$ cat config.mk
export PLATFORM = sky130hd
export DESIGN_NAME = mem_wb_stage_flat
export DESIGN_NICKNAME = d
export VERILOG_FILES = /design/src/rtl/mem_wb_stage_if.sv /design/src/rtl/mem_wb_stage.sv /design/src/flat_wrapper.sv
export SDC_FILE = /design/constraint.sdc
export NUM_CORES = 1
export LEC_CHECK = 0
export CAP_MARGIN = 10
export CORE_MARGIN = 2
export CORE_UTILIZATION = 45
export CTS_CLUSTER_SIZE = 24
export DETAILED_ROUTE_END_ITERATION = 8
export PLACE_DENSITY_LB_ADDON = 0.25
export SLEW_MARGIN = 20
export SYNTH_ARGS = -nofsm -noshare
export SYNTH_HDL_FRONTEND = slang
export SYNTH_SLANG_ARGS = --single-unit
$ cat constraint.sdc
create_clock -name clk -period 4.9 [get_ports clk]
set_input_delay 0.98 -clock clk [delete_from_list [all_inputs] [get_ports clk]]
set_output_delay 0.98 -clock clk [all_outputs]
set_load 0.03 [all_outputs]
$ cat src/rtl/mem_wb_stage_if.sv
// mem_wb_stage_if: bundles the MEM-side capture bus and the WB-side register-file bus.
// master = upstream pipeline / environment (drives MEM-side, observes WB-side).
// slave  = mem_wb_stage itself (consumes MEM-side, drives WB-side).
interface mem_wb_stage_if #(
  parameter int XLEN       = 32,
  parameter int REG_ADDR_W = 5,
  parameter int CNT_W      = 32
);
  // Pipeline control
  logic                  stall_i;
  logic                  flush_i;
  // MEM-side capture bus
  logic                  valid_i;
  logic [XLEN-1:0]       rdData_i;
  logic [XLEN-1:0]       aluResult_i;
  logic [REG_ADDR_W-1:0] rdAddr_i;
  logic                  regWriteEnable_i;
  logic                  regSelect_i;
  logic [2:0]            funct3_i;
  // WB-side register-file bus
  logic [XLEN-1:0]       wbData_o;
  logic [REG_ADDR_W-1:0] wbAddr_o;
  logic                  wbEnable_o;
  logic                  valid_o;
  logic                  misalign_o;
  logic [CNT_W-1:0]      retireCount_o;

  modport master (
    output stall_i, flush_i, valid_i, rdData_i, aluResult_i, rdAddr_i,
           regWriteEnable_i, regSelect_i, funct3_i,
    input  wbData_o, wbAddr_o, wbEnable_o, valid_o, misalign_o, retireCount_o
  );

  modport slave (
    input  stall_i, flush_i, valid_i, rdData_i, aluResult_i, rdAddr_i,
           regWriteEnable_i, regSelect_i, funct3_i,
    output wbData_o, wbAddr_o, wbEnable_o, valid_o, misalign_o, retireCount_o
  );
endinterface

$ cat src/rtl/mem_wb_stage.sv
// mem_wb_stage: MEM/WB pipeline register, load formatting, writeback select, retire counter.
// Latency: 1 cycle from MEM-side inputs to WB-side outputs.
// Backpressure: stall_i holds every register and the counter; flush_i (wins over stall) inserts a bubble.
// Ports: clk, rst (async active-low); bus (mem_wb_stage_if.slave) carries stall/flush,
//   the MEM-side capture signals and the register-file write port + forwarding/retire outputs.
// Option macro MEMWB_LOAD_ALIGN_EN: byte/halfword load extraction and misalignment detection;
//   when undefined the memory word passes through and misalignment is never flagged.
module mem_wb_stage #(
  parameter int XLEN       = 32,
  parameter int REG_ADDR_W = 5,
  parameter int CNT_W      = 32
) (
  input  logic                clk,
  input  logic                rst,
  mem_wb_stage_if.slave       bus
);

  logic                  valid_q, valid_d;
  logic                  regwr_q, regwr_d;
  logic                  mis_q, mis_d;
  logic [REG_ADDR_W-1:0] addr_q, addr_d;
  logic [XLEN-1:0]       data_q, data_d;
  logic [CNT_W-1:0]      cnt_q, cnt_d;

  logic [XLEN-1:0]       load_data;
  logic                  load_mis;

`ifdef MEMWB_LOAD_ALIGN_EN
  logic [1:0]      off;
  logic [XLEN-1:0] byte_sh;
  logic [XLEN-1:0] half_sh;
  logic [7:0]      ld_byte;
  logic [15:0]     ld_half;

  always_comb begin
    off       = bus.aluResult_i[1:0];
    byte_sh   = bus.rdData_i >> {off, 3'b000};
    half_sh   = bus.rdData_i >> {off[1], 4'b0000};
    ld_byte   = byte_sh[7:0];
    ld_half   = half_sh[15:0];
    load_data = bus.rdData_i;
    load_mis  = 1'b0;
    case (bus.funct3_i)
      3'b000: load_data = {{(XLEN-8){ld_byte[7]}}, ld_byte};
      3'b100: load_data = {{(XLEN-8){1'b0}}, ld_byte};
      3'b001: begin
        load_data = {{(XLEN-16){ld_half[15]}}, ld_half};
        load_mis  = off[0];
      end
      3'b101: begin
        load_data = {{(XLEN-16){1'b0}}, ld_half};
        load_mis  = off[0];
      end
      3'b010: load_mis = (off != 2'b00);
      default: ;
    endcase
  end
`else
  // Sub-word formatting disabled: load size code is irrelevant.
  logic unused_funct3;
  assign unused_funct3 = ^bus.funct3_i;

  always_comb begin
    load_data = bus.rdData_i;
    load_mis  = 1'b0;
  end
`endif

  always_comb begin
    valid_d = valid_q;
    regwr_d = regwr_q;
    mis_d   = mis_q;
    addr_d  = addr_q;
    data_d  = data_q;
    // The instruction sitting in WB leaves whenever the stage is not stalled.
    cnt_d   = cnt_q + {{(CNT_W-1){1'b0}}, (valid_q & ~bus.stall_i)};
    if (bus.flush_i) begin
      valid_d = 1'b0;
      regwr_d = 1'b0;
      mis_d   = 1'b0;
      addr_d  = '0;
      data_d  = '0;
    end else if (!bus.stall_i) begin
      valid_d = bus.valid_i;
      regwr_d = bus.regWriteEnable_i;
      // Only memory-sourced writebacks are loads; ALU ops reuse funct3 for other meanings.
      mis_d   = load_mis & bus.regSelect_i & bus.valid_i;
      addr_d  = bus.rdAddr_i;
      data_d  = bus.regSelect_i ? load_data : bus.aluResult_i;
    end
  end

  always_ff @(posedge clk or negedge rst) begin
    if (!rst) begin
      valid_q <= 1'b0;
      regwr_q <= 1'b0;
      mis_q   <= 1'b0;
      addr_q  <= '0;
      data_q  <= '0;
      cnt_q   <= '0;
    end else begin
      valid_q <= valid_d;
      regwr_q <= regwr_d;
      mis_q   <= mis_d;
      addr_q  <= addr_d;
      data_q  <= data_d;
      cnt_q   <= cnt_d;
    end
  end

  assign bus.wbData_o      = data_q;
  assign bus.wbAddr_o      = addr_q;
  assign bus.wbEnable_o    = valid_q & regwr_q & (addr_q != '0) & ~mis_q;
  assign bus.valid_o       = valid_q;
  assign bus.misalign_o    = valid_q & mis_q;
  assign bus.retireCount_o = cnt_q;

endmodule

$ cat src/flat_wrapper.sv
// flat-port wrapper written by rule: the top's interface ports become plain ports
module mem_wb_stage_flat 
#(
  parameter int XLEN       = 32,
  parameter int REG_ADDR_W = 5,
  parameter int CNT_W      = 32
)
  (clk, rst, bus_stall_i, bus_flush_i, bus_valid_i, bus_rdData_i, bus_aluResult_i, bus_rdAddr_i, bus_regWriteEnable_i, bus_regSelect_i, bus_funct3_i, bus_wbData_o, bus_wbAddr_o, bus_wbEnable_o, bus_valid_o, bus_misalign_o, bus_retireCount_o);
  mem_wb_stage_if #(.XLEN(XLEN), .REG_ADDR_W(REG_ADDR_W), .CNT_W(CNT_W)) bus_i ();
  input  logic clk;
  input  logic rst;
  input wire logic [$bits(bus_i.stall_i)-1:0] bus_stall_i;
  input wire logic [$bits(bus_i.flush_i)-1:0] bus_flush_i;
  input wire logic [$bits(bus_i.valid_i)-1:0] bus_valid_i;
  input wire logic [$bits(bus_i.rdData_i)-1:0] bus_rdData_i;
  input wire logic [$bits(bus_i.aluResult_i)-1:0] bus_aluResult_i;
  input wire logic [$bits(bus_i.rdAddr_i)-1:0] bus_rdAddr_i;
  input wire logic [$bits(bus_i.regWriteEnable_i)-1:0] bus_regWriteEnable_i;
  input wire logic [$bits(bus_i.regSelect_i)-1:0] bus_regSelect_i;
  input wire logic [$bits(bus_i.funct3_i)-1:0] bus_funct3_i;
  output wire logic [$bits(bus_i.wbData_o)-1:0] bus_wbData_o;
  output wire logic [$bits(bus_i.wbAddr_o)-1:0] bus_wbAddr_o;
  output wire logic [$bits(bus_i.wbEnable_o)-1:0] bus_wbEnable_o;
  output wire logic [$bits(bus_i.valid_o)-1:0] bus_valid_o;
  output wire logic [$bits(bus_i.misalign_o)-1:0] bus_misalign_o;
  output wire logic [$bits(bus_i.retireCount_o)-1:0] bus_retireCount_o;
  assign bus_i.stall_i = bus_stall_i;
  assign bus_i.flush_i = bus_flush_i;
  assign bus_i.valid_i = bus_valid_i;
  assign bus_i.rdData_i = bus_rdData_i;
  assign bus_i.aluResult_i = bus_aluResult_i;
  assign bus_i.rdAddr_i = bus_rdAddr_i;
  assign bus_i.regWriteEnable_i = bus_regWriteEnable_i;
  assign bus_i.regSelect_i = bus_regSelect_i;
  assign bus_i.funct3_i = bus_funct3_i;
  assign bus_wbData_o = bus_i.wbData_o;
  assign bus_wbAddr_o = bus_i.wbAddr_o;
  assign bus_wbEnable_o = bus_i.wbEnable_o;
  assign bus_valid_o = bus_i.valid_o;
  assign bus_misalign_o = bus_i.misalign_o;
  assign bus_retireCount_o = bus_i.retireCount_o;
  mem_wb_stage #(.XLEN(XLEN), .REG_ADDR_W(REG_ADDR_W), .CNT_W(CNT_W)) u_core (.clk(clk), .rst(rst), .bus(bus_i));
endmodule
==> key figures <==
Worst setup path
  • CP Launch Type: flop
  • RR Startpoint: u_core.bus.valid_o
  • WS Path Type: flop to primary output
  • CP Max Fanout: 3
  • R2R depth: 7
  • Reg2reg setup slack: 2.51 ns
  • WP data required: 3.92 ns
  • Crit end category: primary output
  • Reg-to-reg endpoint: u_core.bus.retireCount_o[26]
  • Crit path DAT: 1.99 ns

Global route
  • Largest net degree at the start of global routing: 72
  • Met1 Use GR: a little over a quarter
  • M2 GR Usage: 35.8%
  • Antenna violations before repair: 0
  • Most Crowded Layer GR: met2
  • Vias in the first global route: 2904
  • GRT overflow: 0
  • Global-route wire length before repair: between 10 and 15 mm
  • GRT Util Overall: 21.4%
  • GRT met3 Usage: 4.34%

Timing
  • Final Max Slew Viols: 0
  • Rel. slew slack: 36.8%
  • RSZ-0062 raised after global routing: false
  • Clock skew: 0.0109 ns
  • Max Clk Rate: 336 MHz
  • Final setup margin: 1.93 ns
  • Tmin final: ~3.0 ns
  • Least-Margin Pin Slew: 0.948 ns
  • Final Hold Viols: 0
  • Final Cycle Share: 60.7%
  • Setup TNS: 0 ns
  • Setup-failing EPs final: 0

Power
  • Combinational Power Share: 20.2%
  • Total internal power: around 1.1 mW
  • Clock share of power: 35.6%
  • Maximum VDD drop: 0.246 mV
  • PD cells: 288 nW/um^2
  • Sw Pwr: 420 uW
  • Fraction of power spent switching nets: 28.6%
  • Sequential share of power: 44.2%
  • Static Leak: 2.28 nW

Clocking
  • Inserted Clock Buffers: 9
  • # hold bufs at CTS: 0
  • # resized after CTS: 0
  • Clk Latency, worst-skew pair: between 0.3 and 0.4 ns
  • Max H-tree Level: 3
  • Clock tree buffer depth: 2
  • CTS tree: done
  • # Post-CTS Setup Buffers: 0
  • Clock sinks: 71
  • Clock slew at reported path FFs: 0.09 ns
  • CTS root buf: clkbuf_8

Yosys
  • Mapped Area: 3370 um^2
  • Sequential share of the synthesized area: 52.7%
  • Synth cell types: 29
  • Avg Cell Area, Syn: 10.1 um^2
  • Synthesis-stage register bit count: 71
  • Synth Warn #: 0
  • Cells after synthesis: 333
  • Post-Synthesis Net Count: about 420

Cells and area
  • Filler instances: 579
  • N_diodes: 0
  • Final Net Count: 557
  • Area Growth Syn to Fin: 51.5%
  • Layout cell share with drive strength beyond 1: between 5 and 6%
  • Most common cell after layout, fill and taps aside: clkdlybuf4s50_1
  • Most frequent cells in the layout: clkdlybuf4s50_1, nor2_1, dfrtp_1

Routing
  • Overall routed net length: 8.58 mm
  • WL per Instance: 14.8 um
  • Vias after detailed routing: 2951
  • Drt first pass iters: 4
  • DR DRC count: 0
  • Vias per cell: 5.10
  • ANT nets after route: 0
  • Initial DRC Count: 132

Floorplan
  • Die W: a little over 90 um
  • # IOs: 151
  • Die Area: 8200 um^2
  • Std cell rows: 31
  • Initial Utilization: approximately 46%
  • Die Y: 90.6 um
  • Core Area: 7250 um^2

Placed design
  • Place WS: 1.85 ns
  • GP Congestion: 0.807
  • Detailed placement HPWL: 6.17 mm
  • I/O Buffers: 146

Hold path
  • HP Start: u_core.bus.retireCount_o[31]
  • HP Class: flop to flop
  • Hold path endpoint: u_core.bus.retireCount_o[31]
  • Worst hold stages: 1

Flow run
  • Max Cap Viol: 0

Outcome
  • Outcome: finished, final reports clean
==> critical path, cell delays in order, from the launching register on <==
cell             delay (ns)
dfrtp_1                0.40
or3_1                  0.38
o311a_1                0.29
clkdlybuf4s50_1        0.59
==> through the flow <==
step	power (mW)	hold WS, ns	util, %	cell area (um^2)	instances
finish	1.47	0.484	70.4	5110	579
global route	1.53	0.516	70.4	5110	579
CTS	1.48	0.490	70.4	5110	579
detailed placement	0.960	0.474	67.4	4890	563
global placement	0.952	0.459	67.4	4890	563
floorplan	0.800	0.490	-	3370	333
==> worst max path at each step <==
stage | start | endpoint | slack [ns] | cells past startpoint
after CTS | u_core.bus.wbAddr_o[1] | bus_wbEnable_o | 1.90 | 3
after global placement | bus_stall_i | u_core.bus.retireCount_o[28] | 1.94 | 8
after detailed placement | bus_stall_i | u_core.bus.retireCount_o[26] | 1.85 | 8
after global routing | u_core.bus.wbAddr_o[1] | bus_wbEnable_o | 1.88 | 3
after floorplan | bus_stall_i | u_core.bus.retireCount_o[28] | 1.75 | 9
final | u_core.bus.wbAddr_o[1] | bus_wbEnable_o | 1.93 | 3
==> sequential cells by signal, summed over array words and instances (netlist names) <==
| signal | flops |
|---|---|
| u_core.bus.retireCount_o | 32 |
| u_core.bus.wbData_o | 32 |
| u_core.bus.wbAddr_o | 5 |
| u_core.bus.valid_o | 1 |
| u_core.regwr_q | 1 |
==> cell type report <==
| cell class | instances | area [um^2] | area share [%] |
|---|---|---|---|
| Tap cell | 99 | 124 | 2.43 |
| Clock buffer | 9 | 124 | 2.43 |
| Sequential cell | 71 | 1780 | 34.8 |
| Clock inverter | 7 | 95.1 | 1.86 |
| Timing Repair Buffer | 149 | 1470 | 28.8 |
| Multi-Input combinational cell | 244 | 1520 | 29.7 |
==> power groups by stage <==
stage | Clock (mW) | Combinational [mW] | Sequential [mW]
after CTS | 0.533 | 0.300 | 0.651
final | 0.524 | 0.297 | 0.650
after floorplan | 0 | 0.0753 | 0.725
after global placement | 0 | 0.292 | 0.660
after detailed placement | 0 | 0.298 | 0.662
after global routing | 0.555 | 0.318 | 0.657
==> metal layers <==
metal	vias up	wire length, um
met2	85	4260
met3	17	394
met1	1417	3710
li1	1432	-
met4	0	218
met5	-	0
==> kinds of logic after synthesis <==
kind of cell    after synthesis  share of synthesized area (%)
fa+ha+maj                     3                           1.11
flops                        71                           52.7
mux                          39                           11.6
simple gates                138                           19.4
compound gates               33                           5.05
xor+xnor                     30                           7.79
other cells                   1                          0.111
buf+inv                      18                           2.26
==> cells in the mapped netlist <==
cell type	count	share of area [%]
dfrtp_1	71	53
nor2b_1	1	0.19
buf_2	3	0.45
nor3b_1	1	0.22
and4_1	3	0.78
mux2i_1	39	12
nor4_1	4	0.74
nand4_1	10	1.9
xor2_1	9	2.3
and2_1	1	0.19
nand3_1	15	2.2
nor3_1	2	0.30
ha_1	3	1.1
a21oi_1	32	4.7
clkbuf_1	10	1.1
or4b_4	1	0.41
clkbuf_2	1	0.15
and3_1	7	1.3
o311a_1	1	0.30
buf_1	3	0.33
nand3_2	1	0.30
buf_4	1	0.22
nand2_1	11	1.2
or3_1	1	0.19
conb_1	1	0.11
nor4_2	2	0.74
or2_2	1	0.19
xnor2_1	21	5.5
nor2_1	77	8.6
Power figures use the tool's default switching activity.
